[src/rtl/mem_op_sequencer.sv]
// Operand-pair read sequencer: streams len word pairs from two memory sectors
// through a 2-entry FIFO, with an independent writeback path to the memory.
//
// state | meaning
// IDLE  | waiting for start
// RUN   | issuing reads k = 0..len-1, throttled by FIFO credit
// DRAIN | all reads issued, waiting for the op_last pair to be accepted
// DONE  | one-cycle done pulse, then back to IDLE
module mem_op_sequencer (
    input  logic        clock,
    input  logic        reset_n,
    input  logic        start,
    input  logic [3:0]  cfg_sector_a,
    input  logic [3:0]  cfg_sector_b,
    input  logic [4:0]  cfg_len,
    output logic        busy,
    output logic        done,
    output logic        err,
    output logic [3:0]  read_sector_selector_1,
    output logic [3:0]  read_sector_selector_2,
    output logic [3:0]  read_add_1,
    output logic [3:0]  read_add_2,
    input  logic [15:0] read_data_1,
    input  logic [15:0] read_data_2,
    output logic        op_valid,
    input  logic        op_ready,
    output logic [15:0] op_a,
    output logic [15:0] op_b,
    output logic        op_last,
    input  logic        wb_valid,
    output logic        wb_ready,
    input  logic [3:0]  wb_sector,
    input  logic [3:0]  wb_addr,
    input  logic [15:0] wb_data,
    output logic        write_enable,
    output logic [3:0]  sector_write_select,
    output logic [3:0]  write_address,
    output logic [15:0] data_write
);

    typedef enum logic [1:0] {IDLE, RUN, DRAIN, DONE} state_t;

    localparam logic [3:0] ROM_SECTOR = 4'hF;

    state_t      state_q, state_d;
    logic [3:0]  sec_a_q, sec_b_q;
    logic [4:0]  len_q;
    logic [4:0]  k_q;
    logic        inflight_q, inflight_last_q;
    logic [3:0]  rd_sec1_q, rd_sec2_q, rd_add_q;
    logic [15:0] fifo_a [2];
    logic [15:0] fifo_b [2];
    logic        fifo_last [2];
    logic        rd_ptr_q, wr_ptr_q;
    logic [1:0]  count_q;

    logic len_ok, start_accept, credit_ok, issue, issue_last;
    logic head_fifo, pop, fifo_pop, fifo_push;
    logic hazard, wb_accept, wb_rom, err_set;

    assign len_ok       = (cfg_len != 5'd0) && (cfg_len <= 5'd16);
    assign start_accept = (state_q == IDLE) && start;
    assign credit_ok    = (({1'b0, inflight_q} + count_q) < 2'd2);
    assign issue        = (state_q == RUN) && credit_ok;
    assign issue_last   = issue && (k_q == (len_q - 5'd1));
    assign head_fifo    = (count_q != 2'd0);
    assign pop          = op_valid && op_ready;
    assign fifo_pop     = pop && head_fifo;
    // Returning data bypasses straight to the outputs when the FIFO is empty
    // and is only stored if it is not consumed in its arrival cycle.
    assign fifo_push    = inflight_q && !(pop && !head_fifo);

    // Read-first: a read hitting the pending writeback location issues, the write waits a cycle.
    assign hazard    = issue && wb_valid && (k_q[3:0] == wb_addr) &&
                       ((sec_a_q == wb_sector) || (sec_b_q == wb_sector));
    assign wb_accept = wb_valid && wb_ready;
    assign wb_rom    = wb_accept && (wb_sector == ROM_SECTOR);
    assign err_set   = (start_accept && !len_ok) || wb_rom;

    always_ff @(posedge clock or negedge reset_n) begin
        if (!reset_n) state_q <= IDLE;
        else          state_q <= state_d;
    end

    always_comb begin
        state_d = state_q;
        case (state_q)
            IDLE:    if (start) state_d = len_ok ? RUN : DONE;
            RUN:     if (issue_last) state_d = DRAIN;
            DRAIN:   if (pop && op_last) state_d = DONE;
            DONE:    state_d = IDLE;
            default: state_d = IDLE;
        endcase
    end

    always_comb begin
        busy     = (state_q != IDLE);
        done     = (state_q == DONE);
        op_valid = head_fifo || inflight_q;
        op_a     = '0;
        op_b     = '0;
        op_last  = 1'b0;
        if (head_fifo) begin
            op_a    = fifo_a[rd_ptr_q];
            op_b    = fifo_b[rd_ptr_q];
            op_last = fifo_last[rd_ptr_q];
        end else if (inflight_q) begin
            op_a    = read_data_1;
            op_b    = read_data_2;
            op_last = inflight_last_q;
        end
        read_sector_selector_1 = issue ? sec_a_q : rd_sec1_q;
        read_sector_selector_2 = issue ? sec_b_q : rd_sec2_q;
        read_add_1             = issue ? k_q[3:0] : rd_add_q;
        read_add_2             = issue ? k_q[3:0] : rd_add_q;
        wb_ready            = reset_n && !hazard;
        write_enable        = wb_accept && !wb_rom;
        sector_write_select = write_enable ? wb_sector : 4'd0;
        write_address       = write_enable ? wb_addr : 4'd0;
        data_write          = write_enable ? wb_data : 16'd0;
    end

    always_ff @(posedge clock or negedge reset_n) begin
        if (!reset_n) begin
            sec_a_q         <= '0;
            sec_b_q         <= '0;
            len_q           <= '0;
            k_q             <= '0;
            inflight_q      <= 1'b0;
            inflight_last_q <= 1'b0;
            rd_sec1_q       <= '0;
            rd_sec2_q       <= '0;
            rd_add_q        <= '0;
            rd_ptr_q        <= 1'b0;
            wr_ptr_q        <= 1'b0;
            count_q         <= '0;
            err             <= 1'b0;
        end else begin
            if (start_accept && len_ok) begin
                sec_a_q <= cfg_sector_a;
                sec_b_q <= cfg_sector_b;
                len_q   <= cfg_len;
                k_q     <= '0;
            end else if (issue) begin
                k_q <= k_q + 5'd1;
            end
            inflight_q      <= issue;
            inflight_last_q <= issue_last;
            if (issue) begin
                rd_sec1_q <= sec_a_q;
                rd_sec2_q <= sec_b_q;
                rd_add_q  <= k_q[3:0];
            end
            if (fifo_push) wr_ptr_q <= ~wr_ptr_q;
            if (fifo_pop)  rd_ptr_q <= ~rd_ptr_q;
            count_q <= count_q + {1'b0, fifo_push} - {1'b0, fifo_pop};
            if (err_set)
                err <= 1'b1;
            else if (start_accept && len_ok)
                err <= 1'b0;
        end
    end

    always_ff @(posedge clock) begin
        if (fifo_push) begin
            fifo_a[wr_ptr_q]    <= read_data_1;
            fifo_b[wr_ptr_q]    <= read_data_2;
            fifo_last[wr_ptr_q] <= inflight_last_q;
        end
    end

endmodule
[config.mk]
export PLATFORM = sky130hd
export DESIGN_NAME = mem_op_sequencer
export DESIGN_NICKNAME = d
export VERILOG_FILES = /design/src/rtl/mem_op_sequencer.sv
export SDC_FILE = /design/constraint.sdc
export NUM_CORES = 1
export LEC_CHECK = 0
export ABC_CLOCK_PERIOD_IN_PS = 8300
export CORE_AREA = 2 2 132 134
export CTS_BUF_LIST = sky130_fd_sc_hd__clkbuf_8
export CTS_CLUSTER_DIAMETER = 60
export DETAILED_ROUTE_END_ITERATION = 6
export DIE_AREA = 0 0 134 136
export SETUP_SLACK_MARGIN = 0.15
export SYNTH_ARGS = -nofsm -noshare
export SYNTH_HDL_FRONTEND = slang
export SYNTH_SLANG_ARGS = --single-unit
[constraint.sdc]
create_clock -name clock -period 8.3 [get_ports clock]
set_input_delay 0.83 -clock clock [delete_from_list [all_inputs] [get_ports clock]]
set_output_delay 0.83 -clock clock [all_outputs]
set_load 0.01 [all_outputs]
-- Word-level counts from Yosys, hierarchy flattened
Memory sizes are Yosys's and may differ from the RTL's.
Index checks and enable logic that the tools add are counted.
- output and inout bits: 79
- bits in registers: 39
- word-level logic and storage cells: 93
- input bits: 74
- memories kept: 3
- RAM bits: 66
- memories (name ; words ; width ; rd ports ; clocked after memory_dff ; write ports ; line ; source):
    fifo_a ; 2 ; 16 ; 1 ; 0 ; 1 ; 51 ; logic [15:0] fifo_a [2];
    fifo_b ; 2 ; 16 ; 1 ; 0 ; 1 ; 52 ; logic [15:0] fifo_b [2];
    fifo_last ; 2 ; 1 ; 1 ; 0 ; 1 ; 53 ; logic fifo_last [2];
- reductions and logical operators: 33
- bitwise operators: 2
- eq/ne operators: 11
- muxes and demuxes: 23
- add/sub/neg operators: 5
- magnitude comparators: 2
- operators by type and width (kind ; count):
    2-to-1 mux 16 bit ; 5
    2-to-1 mux 4 bit ; 5
    logical AND 1 bit ; 18
    == test 4 bit ; 3
    2-to-1 mux 5 bit ; 2
    2-to-1 mux 2 bit ; 4
    case mux 2 bit (4 select lines) ; 1
    nonzero test 2 bit ; 4
    2-to-1 mux 1 bit ; 6
    != test 2 bit, second input constant ; 3
    adder 5 x 1 -> 5 bit, second input constant ; 1
    == test 5 bit ; 1
    less-or-equal comparator 5 bit, second input constant ; 1
    zero test 1 bit ; 5
    nonzero test 5 bit ; 1
    subtractor 5 x 1 -> 5 bit, second input constant ; 1
    == test 2 bit, second input constant ; 2
    == test 4 bit, second input constant ; 1
    logical OR 1 bit ; 3
    AND reduction 3 bit ; 1
    adder 1 x 2 -> 2 bit ; 1
    adder 2 x 1 -> 2 bit ; 1
    == test 2 x 1 -> 1 bit, second input constant ; 1
    zero test 2 bit ; 1
    3 further kinds ; 4

-- Longest topological paths before layout
- depth in word-level cells: 13
- mapped depth: 9
- depth with buffers taken out: 8

-- Least setup slack after synthesis
Ideal clock, no wire load.
- path type: input to output
- from: in wb_sector[0]
- to: out write_address[1]
- data required time: 7470 ps
- path slack: 5483 ps
- arrival: 1987 ps
- cell stages on the path: 6
- buffers on the path: 1
- cell sequence: xnor2_1 -> nand4_1 -> a2111oi_4 -> nor3b_4 -> buf_6 -> and2_2
- cells in the longest elaborated chain, start to end: 10
- elaborated cells between the ends (all ways): 12
- those cells by class: 3 x eq/ne; 1 x mux; 8 x reduce/logical
- ends and longest elaborated chain (what ; line ; source):
    start, declared ; 32 ; input logic [3:0] wb_sector,
    == test 4 bit ; 75 ; ((sec_a_q == wb_sector) || (sec_b_q == wb_sector));
    logical OR 1 bit ; 75 ;
    logical AND 1 bit ; 74 ; assign hazard = issue && wb_valid && (k_q[3:0] == wb_addr) &&
    zero test 1 bit ; 116 ; wb_ready = reset_n && !hazard;
    logical AND 1 bit ; 116 ;
    logical AND 1 bit ; 76 ; assign wb_accept = wb_valid && wb_ready;
    logical AND 1 bit ; 77 ; assign wb_rom = wb_accept && (wb_sector == ROM_SECTOR);
    zero test 1 bit ; 117 ; write_enable = wb_accept && !wb_rom;
    logical AND 1 bit (*) ; 117 ;
    2-to-1 mux 4 bit (*) ; 119 ; write_address = write_enable ? wb_addr : 4'd0;
    end, declared ; 37 ; output logic [3:0] write_address,
Mark *: on every way between the ends. The rest lies on a longest branch, timed or not.

-- Worst setup path in the final report
- from: reg inflight_q
- to: out write_address[1]
- cells in the longest elaborated chain, start to end: 13
- ends and longest elaborated chain (what ; line ; source):
    start, declared ; 49 ; logic inflight_q, inflight_last_q;
    start signal, assigned ; 147 ; inflight_q <= issue;
    adder 1 x 2 -> 2 bit (*) ; 63 ; assign credit_ok = (({1'b0, inflight_q} + count_q) < 2'd2);
    less-than comparator 2 bit (*) ; 63 ;
    logical AND 1 bit (*) ; 64 ; assign issue = (state_q == RUN) && credit_ok;
    logical AND 1 bit (*) (3 in a row) ; 74 ;
    zero test 1 bit (*) ; 116 ;
    logical AND 1 bit (*) ; 116 ;
    logical AND 1 bit (*) ; 76 ;
    logical AND 1 bit ; 77 ;
    zero test 1 bit ; 117 ;
    logical AND 1 bit (*) ; 117 ;
    2-to-1 mux 4 bit (*) ; 119 ;
Marked as above.

==> results.md <==
- Largest net degree at the start of global routing: 53
- Peak supply drop: 0.000123 V
- Largest family of logic cells by synthesized area: multiplexers
- Comb power frac: 47.0%
- Die ar.: 18200 um2
- Row cnt: 48
- Initial antenna violation count: 0
- Core ar.: 16900 um2
- Setup TNS: 0 ps
- Cell area after synthesis: 4980 um2
- Critical path class: reg2out
- Post-synthesis sequential area ratio: 59.3%
- Final core occ: 40.5%
- Global-route wire length before repair: 18400 um
- Post-Layout Cell Count: 748
- Min-delay worst type: reg2reg
- Worst-path fanout max: 38
- Fillers: 1590
- Final hold vios: 0
- Placer Congestion: 0.746
- Switching Fraction: 35.5%
- Final ANT Viol Nets: 0
- Simple-gate share of the synthesized area: 10.7%
- Seq. cell area: 2960 um2
- GRT met2 Usage: 21.5%
- Pre-CTS WS: 4180 ps
- GRT Overall Usage: 12.9%
- Clk root buf: clkbuf_8
- Area of the multi-input gates: 1840 um2
- Clock Path Buffers: 2
- Final #Nets: 602
- Detailed placer's ending HPWL: 8010 um
- Pwr Density: 315 nW/um2
- Vias in the first global route: 3525
- Die Y: 136 um
- CP Capture Type: output pin
- Final period util: 49.8%
- Synth unique cells: 45
- Placed insts: 733
- CTS Buf Count: 9
- Total Power: 2.15 mW
- Met1 Usage GRT: 16.3%
- Fin worst setup slack: 4160 ps
- # port buffers: 152
- Yosys reg bits: 105
- Fmax: 0.242 GHz
- Critical Path AT: 3310 ps
- First-pass iteration count of the detailed router: 5
- Detailed Route Iter0 Violations: 120
- Leak: 2.51 nW
- Post-Syn Area per Cell: 13.2 um2
- Int Power: 1.39 mW
- Initial Util: 29.5%
- Worst slew pin tran: 1070 ps
- Syn Inst Count: 379
- Hold_buf cts: 0
- Drc violations: 0
- Met3 usage: 3.21%
- Power share of the sequential group: 38.7%
- Routed WL per cell: 15.5 um
- Die width: 134 um
- Fin area: 6840 um2
- Routed vias: 3462
- Worst hold margin: 497 ps
- RSZ-0062 raised after global routing: false
- ANT cells: 0
- Element type at the critical path start: flip-flop
- P&R area growth vs syn: 37.2%
- GRT Max-Usage Layer: met2
- Clock Power Share: 14.2%
- Io pins: 153
- Share of layout cells above drive strength 1: 9.75%
- Final wirelength: 11600 um
- Clock Pin Slew Worst Setup and Hold Paths: 100 ps
- Htree depth: 3
- Post-synthesis xor/xnor area fraction: 4.57%
- # Max-Cap Violations: 0
- Total grt overflow: 0
- P_sw: 0.765 mW
- Post-CTS Setup Repair Bufs: 0
- Post-layout min period: 4140 ps
- Run status: completed
- Final setup vio count: 0
- Post-cts sizing count: 0
- Required time worst endpoint: 7470 ps
- Mapped Nets: 462
- Syn. warnings: 0
- Post-synthesis adder-cell area fraction: 2.26%
- Num Clock Sinks: 105
- Clock latency on the worst-skew pair: 360 ps
- DR vias/cell: 4.63
- Normalized max-slew margin: 28.4%
- Worst Skew: 8.11 ps
- Mux contribution to synthesized area: 12.4%
- Compound-Gate Fraction of Synth Area: 6.70%
- CTS tree: done
- Dpl cell area: 6660 um2
- Final Slew Violations: 0
-- flip-flops by register name, summed over array words and instances (netlist names), 5 cells and up --
register and cells:
len_q 5, k_q 5, fifo_a 32, fifo_b 32
-- final cells by class --
cell class,count,share of cell area (%)
flip-flops and latches,105,43.3
multi-input cells,239,26.9
repair buffers,155,22.5
well taps,225,4.12
clock buffers,9,1.81
clock inverters,6,0.860
inverters,9,0.512
-- synth_stat cells (all sizes together) --
cell type / n / area share, %
edfxtp: 66 / 40
dfrtp: 39 / 20
o21ai: 38 / 4.0
mux2i: 33 / 6.6
nand3: 33 / 3.3
and2: 24 / 3.0
mux2: 23 / 5.8
buf: 20 / 2.9
xnor2: 19 / 3.3
nand2: 11 / 0.83
ha: 9 / 2.3
inv: 8 / 0.60
nor2: 8 / 0.60
xor2: 7 / 1.2
clkbuf: 6 / 0.45
nand4: 6 / 0.88
a21oi: 3 / 0.38
and3: 3 / 0.38
a211o: 2 / 0.35
a21o: 2 / 0.30
nand2b: 2 / 0.25
nor3: 2 / 0.20
o211ai: 2 / 0.30
a2111oi: 1 / 0.55
a22oi: 1 / 0.15
a311oi: 1 / 0.18
a31oi: 1 / 0.13
and2b: 1 / 0.15
clkinv: 1 / 0.10
nor2b: 1 / 0.13
nor3b: 1 / 0.38
nor4: 1 / 0.25
nor4b: 1 / 0.18
o21a: 1 / 0.15
o32ai: 1 / 0.18
or3: 1 / 0.13
-- logic make-up after synthesis --
family	count (synthesis)
buf+inv	35
simple gates	95
xor+xnor	26
fa+ha+maj	9
flops	105
compound gates	53
mux	56
-- per-layer routing --
layer | wire length (um) | vias to the layer above
met3 | 739 | 10
met4 | 142 | 0
met1 | 5250 | 1675
met2 | 5430 | 134
met5 | 0 | -
li1 | - | 1643
-- power groups by stage --
| stage | sequential (mW) | clock [mW] | combinational, mW |
|---|---|---|---|
| floorplan | 0.772 | 0 | 0.630 |
| global placement | 0.842 | 0 | 1.01 |
| detailed placement | 0.850 | 0 | 1.02 |
| CTS | 0.838 | 0.323 | 1.03 |
| global route | 0.855 | 0.341 | 1.11 |
| finish | 0.834 | 0.307 | 1.01 |
-- layout by cell type, fill, tap and decap left out, drive strengths merged, types with 2 or more instances in the layout --
cell type,n
mux2i,33
a211o,2
nand2b,2
a21o,2
edfxtp,66
a21oi,3
nand2,11
xor2,7
nor2,8
nor3,2
clkbuf,9
nand3,33
buf,4
o211ai,2
clkdlybuf4s50,151
and3,3
inv,9
and2,24
ha,9
xnor2,19
o21ai,38
mux2,23
nand4,6
dfrtp,39
clkinv,4
-- worst max-delay path, cell delays in order (launching register included) --
cell and delay (ps):
dfrtp_1 330, buf_4 380, a21oi_2 130, o21ai_4 540, a2111oi_4 90, nor3b_4 640
and2_2 260, clkdlybuf4s50_1 530
-- final timing paths --
check / startpoint / to / slack (ps) / cells past startpoint
worst max-delay path: inflight_q / write_address[1] / 4160 / 7
min in group asynchronous: reset_n / len_q[2] / 580 / 1
worst min register to register: inflight_last_q / fifo_last[0] / 500 / 0
worst max register to register: inflight_q / state_q[1] / 6020 / 7
max in group asynchronous: reset_n / rd_ptr_q / 7100 / 1
worst min-delay path: inflight_last_q / fifo_last[0] / 500 / 0
Note: power is estimated with default switching activity, not from simulation.
